`config.mk`:
```
export PLATFORM = sky130hd
export DESIGN_NAME = nrf_spi_byte_master
export DESIGN_NICKNAME = d
export VERILOG_FILES = /design/src/rtl/nrf_spi_byte_master.sv
export SDC_FILE = /design/constraint.sdc
export NUM_CORES = 1
export LEC_CHECK = 0
export ABC_AREA = 1
export CAP_MARGIN = 15
export CORE_MARGIN = 5
export CORE_UTILIZATION = 40
export DETAILED_ROUTE_END_ITERATION = 10
export MAX_ROUTING_LAYER = met4
export PLACE_DENSITY_LB_ADDON = 0.05
export SETUP_SLACK_MARGIN = 0.2
export SYNTH_ARGS = -nofsm -noshare
export SYNTH_HDL_FRONTEND = slang
export SYNTH_SLANG_ARGS = --single-unit
```
`constraint.sdc`:
```
create_clock -name clk_50 -period 3 [get_ports clk_50]
set_input_delay 0.6 -clock clk_50 [delete_from_list [all_inputs] [get_ports clk_50]]
set_output_delay 0.6 -clock clk_50 [all_outputs]
set_load 0.02 [all_outputs]
```
`src/rtl/nrf_spi_byte_master.sv`:
```
// nrf_spi_byte_master: byte-level SPI master (mode 0, MSB first) for one
// nRF24L01 radio. Generates SCK from clk_50, owns CSN framing (one CSN-low
// window per command) and returns full-duplex received bytes.
// Optional feature macro: NRF_STATUS_CAPTURE_EN (latch first rx byte of each
// transaction, the nRF STATUS register, onto the status port).
module nrf_spi_byte_master #(
  parameter int unsigned HALF_PERIOD = 3,
  parameter int unsigned CSN_SETUP   = 2,
  parameter int unsigned CSN_HOLD    = 2,
  parameter int unsigned CSN_IDLE    = 4
) (
  input  logic       clk_50,
  input  logic       rst,
  input  logic [7:0] tx_data,
  input  logic       tx_valid,
  input  logic       tx_last,
  output logic       tx_ready,
  output logic [7:0] rx_data,
  output logic       rx_valid,
  output logic       busy,
  output logic       csn,
  output logic       sck,
  output logic       mosi,
  input  logic       miso,
  output logic [7:0] status
);

  typedef enum logic [2:0] {
    ST_IDLE,
    ST_SETUP,
    ST_SHIFT,
    ST_WAIT,
    ST_HOLD,
    ST_GAP
  } state_t;

  state_t     state;
  logic [7:0] cnt;
  logic [2:0] bit_cnt;
  logic [6:0] tx_sh;
  logic [7:0] rx_sh;
  logic       last_q;
  logic       accept;
  logic       byte_done;

  // Handshake and end-of-byte strobes shared by the FSM and status capture
  always_comb begin
    accept    = tx_valid && tx_ready;
    byte_done = (state == ST_SHIFT) && sck && (cnt == '0) && (bit_cnt == '0);
  end

  // Main FSM: CSN framing, SCK generation, MOSI shifting and MISO sampling
  always_ff @(posedge clk_50 or posedge rst) begin
    if (rst) begin
      state    <= ST_IDLE;
      cnt      <= '0;
      bit_cnt  <= '0;
      tx_sh    <= '0;
      rx_sh    <= '0;
      last_q   <= 1'b0;
      csn      <= 1'b1;
      sck      <= 1'b0;
      mosi     <= 1'b0;
      tx_ready <= 1'b0;
      rx_valid <= 1'b0;
      rx_data  <= '0;
      busy     <= 1'b0;
    end else begin
      rx_valid <= 1'b0;
      case (state)
        ST_IDLE: begin
          tx_ready <= 1'b1;
          if (accept) begin
            state    <= ST_SETUP;
            csn      <= 1'b0;
            busy     <= 1'b1;
            tx_ready <= 1'b0;
            mosi     <= tx_data[7];
            tx_sh    <= tx_data[6:0];
            last_q   <= tx_last;
            cnt      <= 8'(CSN_SETUP - 1);
          end
        end

        ST_SETUP: begin
          if (cnt == '0) begin
            state   <= ST_SHIFT;
            cnt     <= 8'(HALF_PERIOD - 1);
            bit_cnt <= '1;
          end else begin
            cnt <= cnt - 8'd1;
          end
        end

        ST_SHIFT: begin
          if (cnt != '0) begin
            cnt <= cnt - 8'd1;
          end else begin
            cnt <= 8'(HALF_PERIOD - 1);
            if (!sck) begin
              // Rising edge: sample miso on the same clk_50 edge
              sck   <= 1'b1;
              rx_sh <= {rx_sh[6:0], miso};
            end else begin
              sck <= 1'b0;
              if (bit_cnt != '0) begin
                bit_cnt <= bit_cnt - 3'd1;
                mosi    <= tx_sh[6];
                tx_sh   <= {tx_sh[5:0], 1'b0};
              end else begin
                // Eighth falling edge: mosi keeps the last bit
                rx_valid <= 1'b1;
                rx_data  <= rx_sh;
                if (last_q) begin
                  state <= ST_HOLD;
                  cnt   <= 8'(CSN_HOLD - 1);
                end else begin
                  state    <= ST_WAIT;
                  tx_ready <= 1'b1;
                end
              end
            end
          end
        end

        ST_WAIT: begin
          if (accept) begin
            state    <= ST_SHIFT;
            tx_ready <= 1'b0;
            mosi     <= tx_data[7];
            tx_sh    <= tx_data[6:0];
            last_q   <= tx_last;
            cnt      <= 8'(HALF_PERIOD - 1);
            bit_cnt  <= '1;
          end
        end

        ST_HOLD: begin
          if (cnt == '0) begin
            state <= ST_GAP;
            csn   <= 1'b1;
            cnt   <= 8'(CSN_IDLE - 1);
          end else begin
            cnt <= cnt - 8'd1;
          end
        end

        ST_GAP: begin
          if (cnt == '0) begin
            state    <= ST_IDLE;
            busy     <= 1'b0;
            tx_ready <= 1'b1;
          end else begin
            cnt <= cnt - 8'd1;
          end
        end

        default: begin
          state <= ST_IDLE;
          csn   <= 1'b1;
          sck   <= 1'b0;
        end
      endcase
    end
  end

`ifdef NRF_STATUS_CAPTURE_EN
  logic first_pending;

  // Latch the first received byte of each transaction (nRF STATUS)
  always_ff @(posedge clk_50 or posedge rst) begin
    if (rst) begin
      status        <= '0;
      first_pending <= 1'b0;
    end else begin
      if ((state == ST_IDLE) && accept) begin
        first_pending <= 1'b1;
      end else if (byte_done && first_pending) begin
        status        <= rx_sh;
        first_pending <= 1'b0;
      end
    end
  end
`else
  assign status = '0;
`endif

endmodule
```
Word level (Yosys, flattened, before mapping)
Cells that the tools add are included.
{ "totals": {"reg_bits": 44, "in_bits": 13, "out_inout_bits": 22, "wordCells": 116} }
{ "classes": {"eq_ne": 17, "n_bitwise": 5, "add_sub_neg": 2, "mux": 55, "reduce_logical": 24} }
{ "op_table": {"columns": ["cell", "n"], "rows": [
  ["two-way mux 8 bit", 6],
  ["one-hot mux 8 bit (6 select lines)", 1],
  ["two-way mux 3 bit", 14],
  ["two-way mux 7 bit", 4],
  ["!= test 2 bit, second input constant", 10],
  ["two-way mux 1 bit", 19],
  ["one-hot mux 3 bit (6 select lines)", 1],
  ["one-hot mux 7 bit (2 select lines)", 1],
  ["one-hot mux 3 bit (3 select lines)", 1],
  ["AND reduction 3 bit", 3],
  ["logical NOT 8 bit", 1],
  ["AND reduction 4 bit", 2],
  ["AND reduction 8 bit", 1],
  ["nonzero test 8 bit", 1],
  ["subtractor 8 x 1 -> 8 bit, second input constant", 1],
  ["AND reduction 7 bit", 1],
  ["== test 3 x 2 -> 1 bit, second input constant", 2],
  ["== test 3 bit, second input constant", 2],
  ["two-way mux 2 bit", 3],
  ["one-hot mux 1 bit (2 select lines)", 3],
  ["AND reduction 6 bit", 1],
  ["nonzero test 3 bit", 2],
  ["nonzero test 6 bit", 1],
  ["NOT 1 bit", 5],
  ["14 further kinds", 17]
]} }

Longest topological paths before layout
{ "depth": {"ltp_word": 5, "mapped_depth": 12, "ltp_nobuf": 11} }

Worst setup path before layout
OpenSTA, ideal clock, no wires.
{ "synth_timing": {"path_type": "reg2reg", "from": "register cnt[0]", "to": "register tx_sh[1]", "setup_ps": 119, "required_ps": 2881, "synth_period_minus_slack_ps": 1592, "path_stages_with_launch": 11, "path_slack_ps": 1408, "arrival_time_ps": 1473, "n_path_buf": 1, "cell_sequence": "dfrtp_1 -> inv_1 -> ha_1 -> nand2_1 -> nor2_4 -> a21oi_1 -> inv_2 -> nand2_4 -> buf_6 -> nand2_1 -> o21ai_2"} }
{ "synth_between": {"elab_chain_cells": 3} }
{ "synth_lines": {"columns": ["item", "line", "source"], "rows": [
  ["from (decl)", "38", "logic [7:0] cnt;"],
  ["from (signal assigned)", "81", "cnt <= 8'(CSN_SETUP - 1);"],
  ["from (signal assigned)", "88", "cnt <= 8'(HALF_PERIOD - 1);"],
  ["from (signal assigned)", "91", "cnt <= cnt - 8'd1;"],
  ["nonzero test 8 bit", "96", "if (cnt != '0) begin"],
  ["!= test 2 bit (no source line)", null, null],
  ["AND reduction 5 bit (no source line)", null, null],
  ["to (signal assigned)", "79", "tx_sh <= tx_data[6:0];"],
  ["to (signal assigned)", "109", "tx_sh <= {tx_sh[5:0], 1'b0};"],
  ["to (signal assigned)", "131", "tx_sh <= tx_data[6:0];"],
  ["to (decl)", "40", "logic [6:0] tx_sh;"]
]} }
Every way passes these cells.
A chain may end at the register's enable or synchronous reset.

Worst setup path in the final report
{ "layout_timing": {"from": "register csn", "to": "output csn"} }
{ "layout_rtl": {"columns": ["item", "line", "source"], "rows": [
  ["from (decl)", "21", "output logic csn,"],
  ["from (signal assigned)", "61", "csn <= 1'b1;"],
  ["from (signal assigned)", "75", "csn <= 1'b0;"],
  ["from (signal assigned)", "141", "csn <= 1'b1;"]
]} }
No word-level cell between the ends.

==> metrics.md <==
| Metric | Value |
|---|---|
| Area post-placement | `2730 um^2` |
| Global-route usage over all layers | `0.147` |
| Global-route wire length before repair | `8690 um` |
| Data arrival time of the critical path | `1.44 ns` |
| Seq cells post-synth | `44` |
| Post-CTS Setup Bufs | `0` |
| Diode insertion count for antenna repair | `0` |
| DR iter-0 viols | `74` |
| Synthesized area per cell | `7.75 um^2` |
| Capturing element type of the critical path | `output port` |
| TritonCTS clock tree | `yes` |
| Clock Tree Root | `sky130_fd_sc_hd__clkbuf_8` |
| Startpoint-to-endpoint class of the critical path | `reg -> out` |
| Commonest cells after routing, fill and taps aside | `94 x sky130_fd_sc_hd__nand2_1, 43 x sky130_fd_sc_hd__dfrtp_1, 32 x sky130_fd_sc_hd__inv_1` |
| Number of H-tree branching levels | `2` |
| Outcome | `finished clean` |
| Delay-heaviest family, CP | `buffers and inverters` |
| Met2 Usage GRT | `0.227` |
| Aggregate negative setup slack | `0 ns` |
| Sequential-to-total area share from yosys stat | `0.455` |
| Ratio of cells with drive above 1 in the final layout | `0.111` |
| Clk_lat worst skew | `0.29 ns` |
| Internal power component | `1.56 mW` |
| Layout overhead on the synthesized area | `17.5%` |
| Post-synthesis async set-or-reset flop share | `1.00` |
| Hold Vio Cnt, Final | `0` |
| Reg-to-reg slack, setup | `1.07 ns` |
| Number of ports placed on the die boundary | `35` |
| WP data required | `2.40 ns` |
| Routed length per instance | `11.9 um` |
| Highest ir drop seen on vdd | `416 uV` |
| Final Net Count | `357` |
| Met1 track demand over resource in global routing | `0.190` |
| Area of the multi-input gates | `1100 um^2` |
| Register Area | `1100 um^2` |
| Fin crit share | `0.679` |
| Antenna-violating nets left | `0` |
| Post-Layout Inst Area | `2850 um^2` |
| Area enclosed by the die boundary | `7720 um^2` |
| Overall overflow remaining after global route | `0` |
| Post-layout util | `0.481` |
| Total number of yosys warnings | `0` |
| Least setup slack across all paths after layout | `0.964 ns` |
| Netlist area before placement | `2420 um^2` |
| Hold Buf Count CTS | `0` |
| Number of slew-limit violations in the final report | `0` |
| Sink of the worst hold path | `rx_data[7]` |
| Cell type with the highest aggregate area in the netlist | `sky130_fd_sc_hd__dfrtp_1` |
| Cell variety after synth | `28` |
| Number of global-route vias before repair | `1878` |
| Peak-usage layer in the global routing report | `met2` |
| Number of instances in the synthesized netlist | `313` |
| Buffering stage count on the worst path with inverters included | `1` |
| Drt drc | `0` |
| Register share of total power | `0.322` |
| Routability congestion estimate from global placement | `0.828` |
| Critical Path Source Type | `flip-flop` |
| Horiz. Die Dim | `87.9 um` |
| Starting density of the core | `0.410` |
| Achievable clock frequency | `491 MHz` |
| Class of the most critical hold timing path | `reg -> reg` |
| Clock share of power | `0.169` |
| Area of the core | `5920 um^2` |
| Resized Gates After CTS | `0` |
| Number of setup violations in the final report | `0` |
| Vias after detailed routing | `1960` |
| Num Clock Sinks | `44` |
| Post-layout min period | `2.04 ns` |
| Worst hold path cell count | `2` |
| CP max FO | `2` |
| Total CTS buffers | `5` |
| Worst setup skew after layout | `0.00373 ns` |
| # Max-Cap Violations | `0` |
| DIE HEIGHT | `87.9 um` |
| Share of Yosys cell area claimed by the top area cell type | `0.444` |
| Final routed wirelength across all metal layers | `4950 um` |
| Clock transition at the register clock pins on the worst setup and hold paths after CTS | `0.09 ns` |
| Total of buffers placed on input and output ports | `26` |
| DP HPWL | `3640 um` |
| Leading post-synthesis cells by cell area | `sky130_fd_sc_hd__dfrtp_1 44%, sky130_fd_sc_hd__nand2_1 15%, sky130_fd_sc_hd__inv_1 5.1%` |
| FP Rows | `28` |
| Number of enable flip-flop cells after synthesis | `0` |
| Buffer depth of the longest clock path | `2` |
| Power dissipated by switching net loads | `1.29 mW` |
| Pre-CTS WS | `0.846 ns` |
| GR Layer Usage met3 | `0.0310` |
| Setup repair after global routing missed its margin | `false` |
| Leading cell type in the layout, fill and taps excluded | `sky130_fd_sc_hd__nand2_1` |
| Series of cell instances along the critical path | `clkdlybuf4s50_1` |
| Proportion of power drawn by combinational gates | `0.509` |
| Critical path's slowest cell | `sky130_fd_sc_hd__clkdlybuf4s50_1` |
| Origin of the worst min-delay path | `rx_sh[7]` |
| Leakage | `1.43 nW` |
| Largest net degree at the start of global routing | `45` |
| TritonRoute pass-1 iters | `4` |
| DR vias/cell | `4.70` |
| Critical Path Max Stage Delay | `0.60 ns` |
| Critical R2R Capture | `cnt[3]` |
| Length in cells of the worst reg-to-reg path | `10` |
| Most used flip-flop cell after synthesis | `sky130_fd_sc_hd__dfrtp_1` |
| Reg-to-reg critical path startpoint | `cnt[0]` |
| Proportion of total power due to net switching | `0.452` |
| Number of antenna violations at the first check in global routing | `0` |
| Power Density | `1000 nW/um^2` |
| Number of fill cells in the layout | `589` |
-- area by class of cell --
type	instances	area share
flip-flops and latches	44	0.387
multi-input cells	223	0.386
repair buffers	27	0.0984
inverters	40	0.0527
well taps	75	0.0329
clock buffers	6	0.0290
clock inverters	2	0.0136
-- power groups by stage --
stage | sequential (mW) | clock (mW) | combinational, mW
finish | 0.919 | 0.481 | 1.45
global placement | 0.931 | 0 | 1.47
CTS | 0.920 | 0.505 | 1.47
global route | 0.946 | 0.525 | 1.68
detailed placement | 0.932 | 0 | 1.47
floorplan | 0.911 | 0 | 1.20
-- worst max-delay path by stage --
| stage | start | end | slack [ns] | depth (start not counted) |
|---|---|---|---|---|
| after global placement | tx_valid | cnt[4] | 0.87 | 10 |
| after floorplan | rst | bit_cnt[0] | 1.37 | 1 |
| after global routing | cnt[0] | cnt[3] | 0.85 | 10 |
| after detailed placement | tx_valid | cnt[6] | 0.85 | 10 |
| final | csn | csn | 0.96 | 1 |
| after CTS | csn | csn | 0.94 | 1 |
-- tightest hold or removal path: cells and delay by family (launching register included) --
family,cells,cell delay (ns)
and+or+nand+nor,2,0.10
DFF,1,0.36
-- kinds of logic (layout without fill, tap and decap cells) --
family          after synthesis  in the layout  synth area share
simple gates                162            162             0.302
buf+inv                      53             75             0.102
flops                        44             44             0.455
compound gates               42             42            0.0918
mux                           7              7            0.0289
fa+ha+maj                     3              3            0.0155
other cells                   1              8           0.00155
xor+xnor                      1              1           0.00361
-- registers in the layout (all words and copies together) (netlist names) --
register and count:
cnt 8, csn 1, tx_sh 7, last_q 1
rx_sh 8, bit_cnt 3, rx_data 8, sck 1
busy 1, state 3, mosi 1, rx_valid 1
tx_ready 1
-- cell usage after synthesis (3+ instances only) --
| library cell | count |
|---|---|
| sky130_fd_sc_hd__nor2_4 | 3 |
| sky130_fd_sc_hd__dfrtp_1 | 43 |
| sky130_fd_sc_hd__nor2_2 | 5 |
| sky130_fd_sc_hd__o21ai_0 | 22 |
| sky130_fd_sc_hd__nor3_1 | 4 |
| sky130_fd_sc_hd__a21oi_1 | 5 |
| sky130_fd_sc_hd__nand3_1 | 12 |
| sky130_fd_sc_hd__nand2_2 | 3 |
| sky130_fd_sc_hd__nor2_1 | 31 |
| sky130_fd_sc_hd__nand2_1 | 94 |
| sky130_fd_sc_hd__buf_4 | 8 |
| sky130_fd_sc_hd__nand3_2 | 4 |
| sky130_fd_sc_hd__ha_1 | 3 |
| sky130_fd_sc_hd__inv_2 | 7 |
| sky130_fd_sc_hd__mux2i_1 | 7 |
| sky130_fd_sc_hd__inv_1 | 33 |
| sky130_fd_sc_hd__o21ai_1 | 11 |
| sky130_fd_sc_hd__buf_2 | 3 |
-- metal layers --
metal  wire [um]  vias to the layer above
met5           0                        -
met4          80                        0
met3         268                        7
met2        2280                       44
met1        2330                      890
li1            -                     1019
-- metrics by stage --
| step | power (mW) | cells | hold WS (ns) |
|---|---|---|---|
| final | 2.85 | 417 | 0.483 |
| after global routing | 3.15 | 417 | 0.516 |
| after CTS | 2.90 | 417 | 0.488 |
| after detailed placement | 2.40 | 409 | 0.466 |
| after global placement | 2.40 | 409 | 0.460 |
| after floorplan | 2.11 | 320 | 0.442 |
Power figures use the tool's default switching activity.
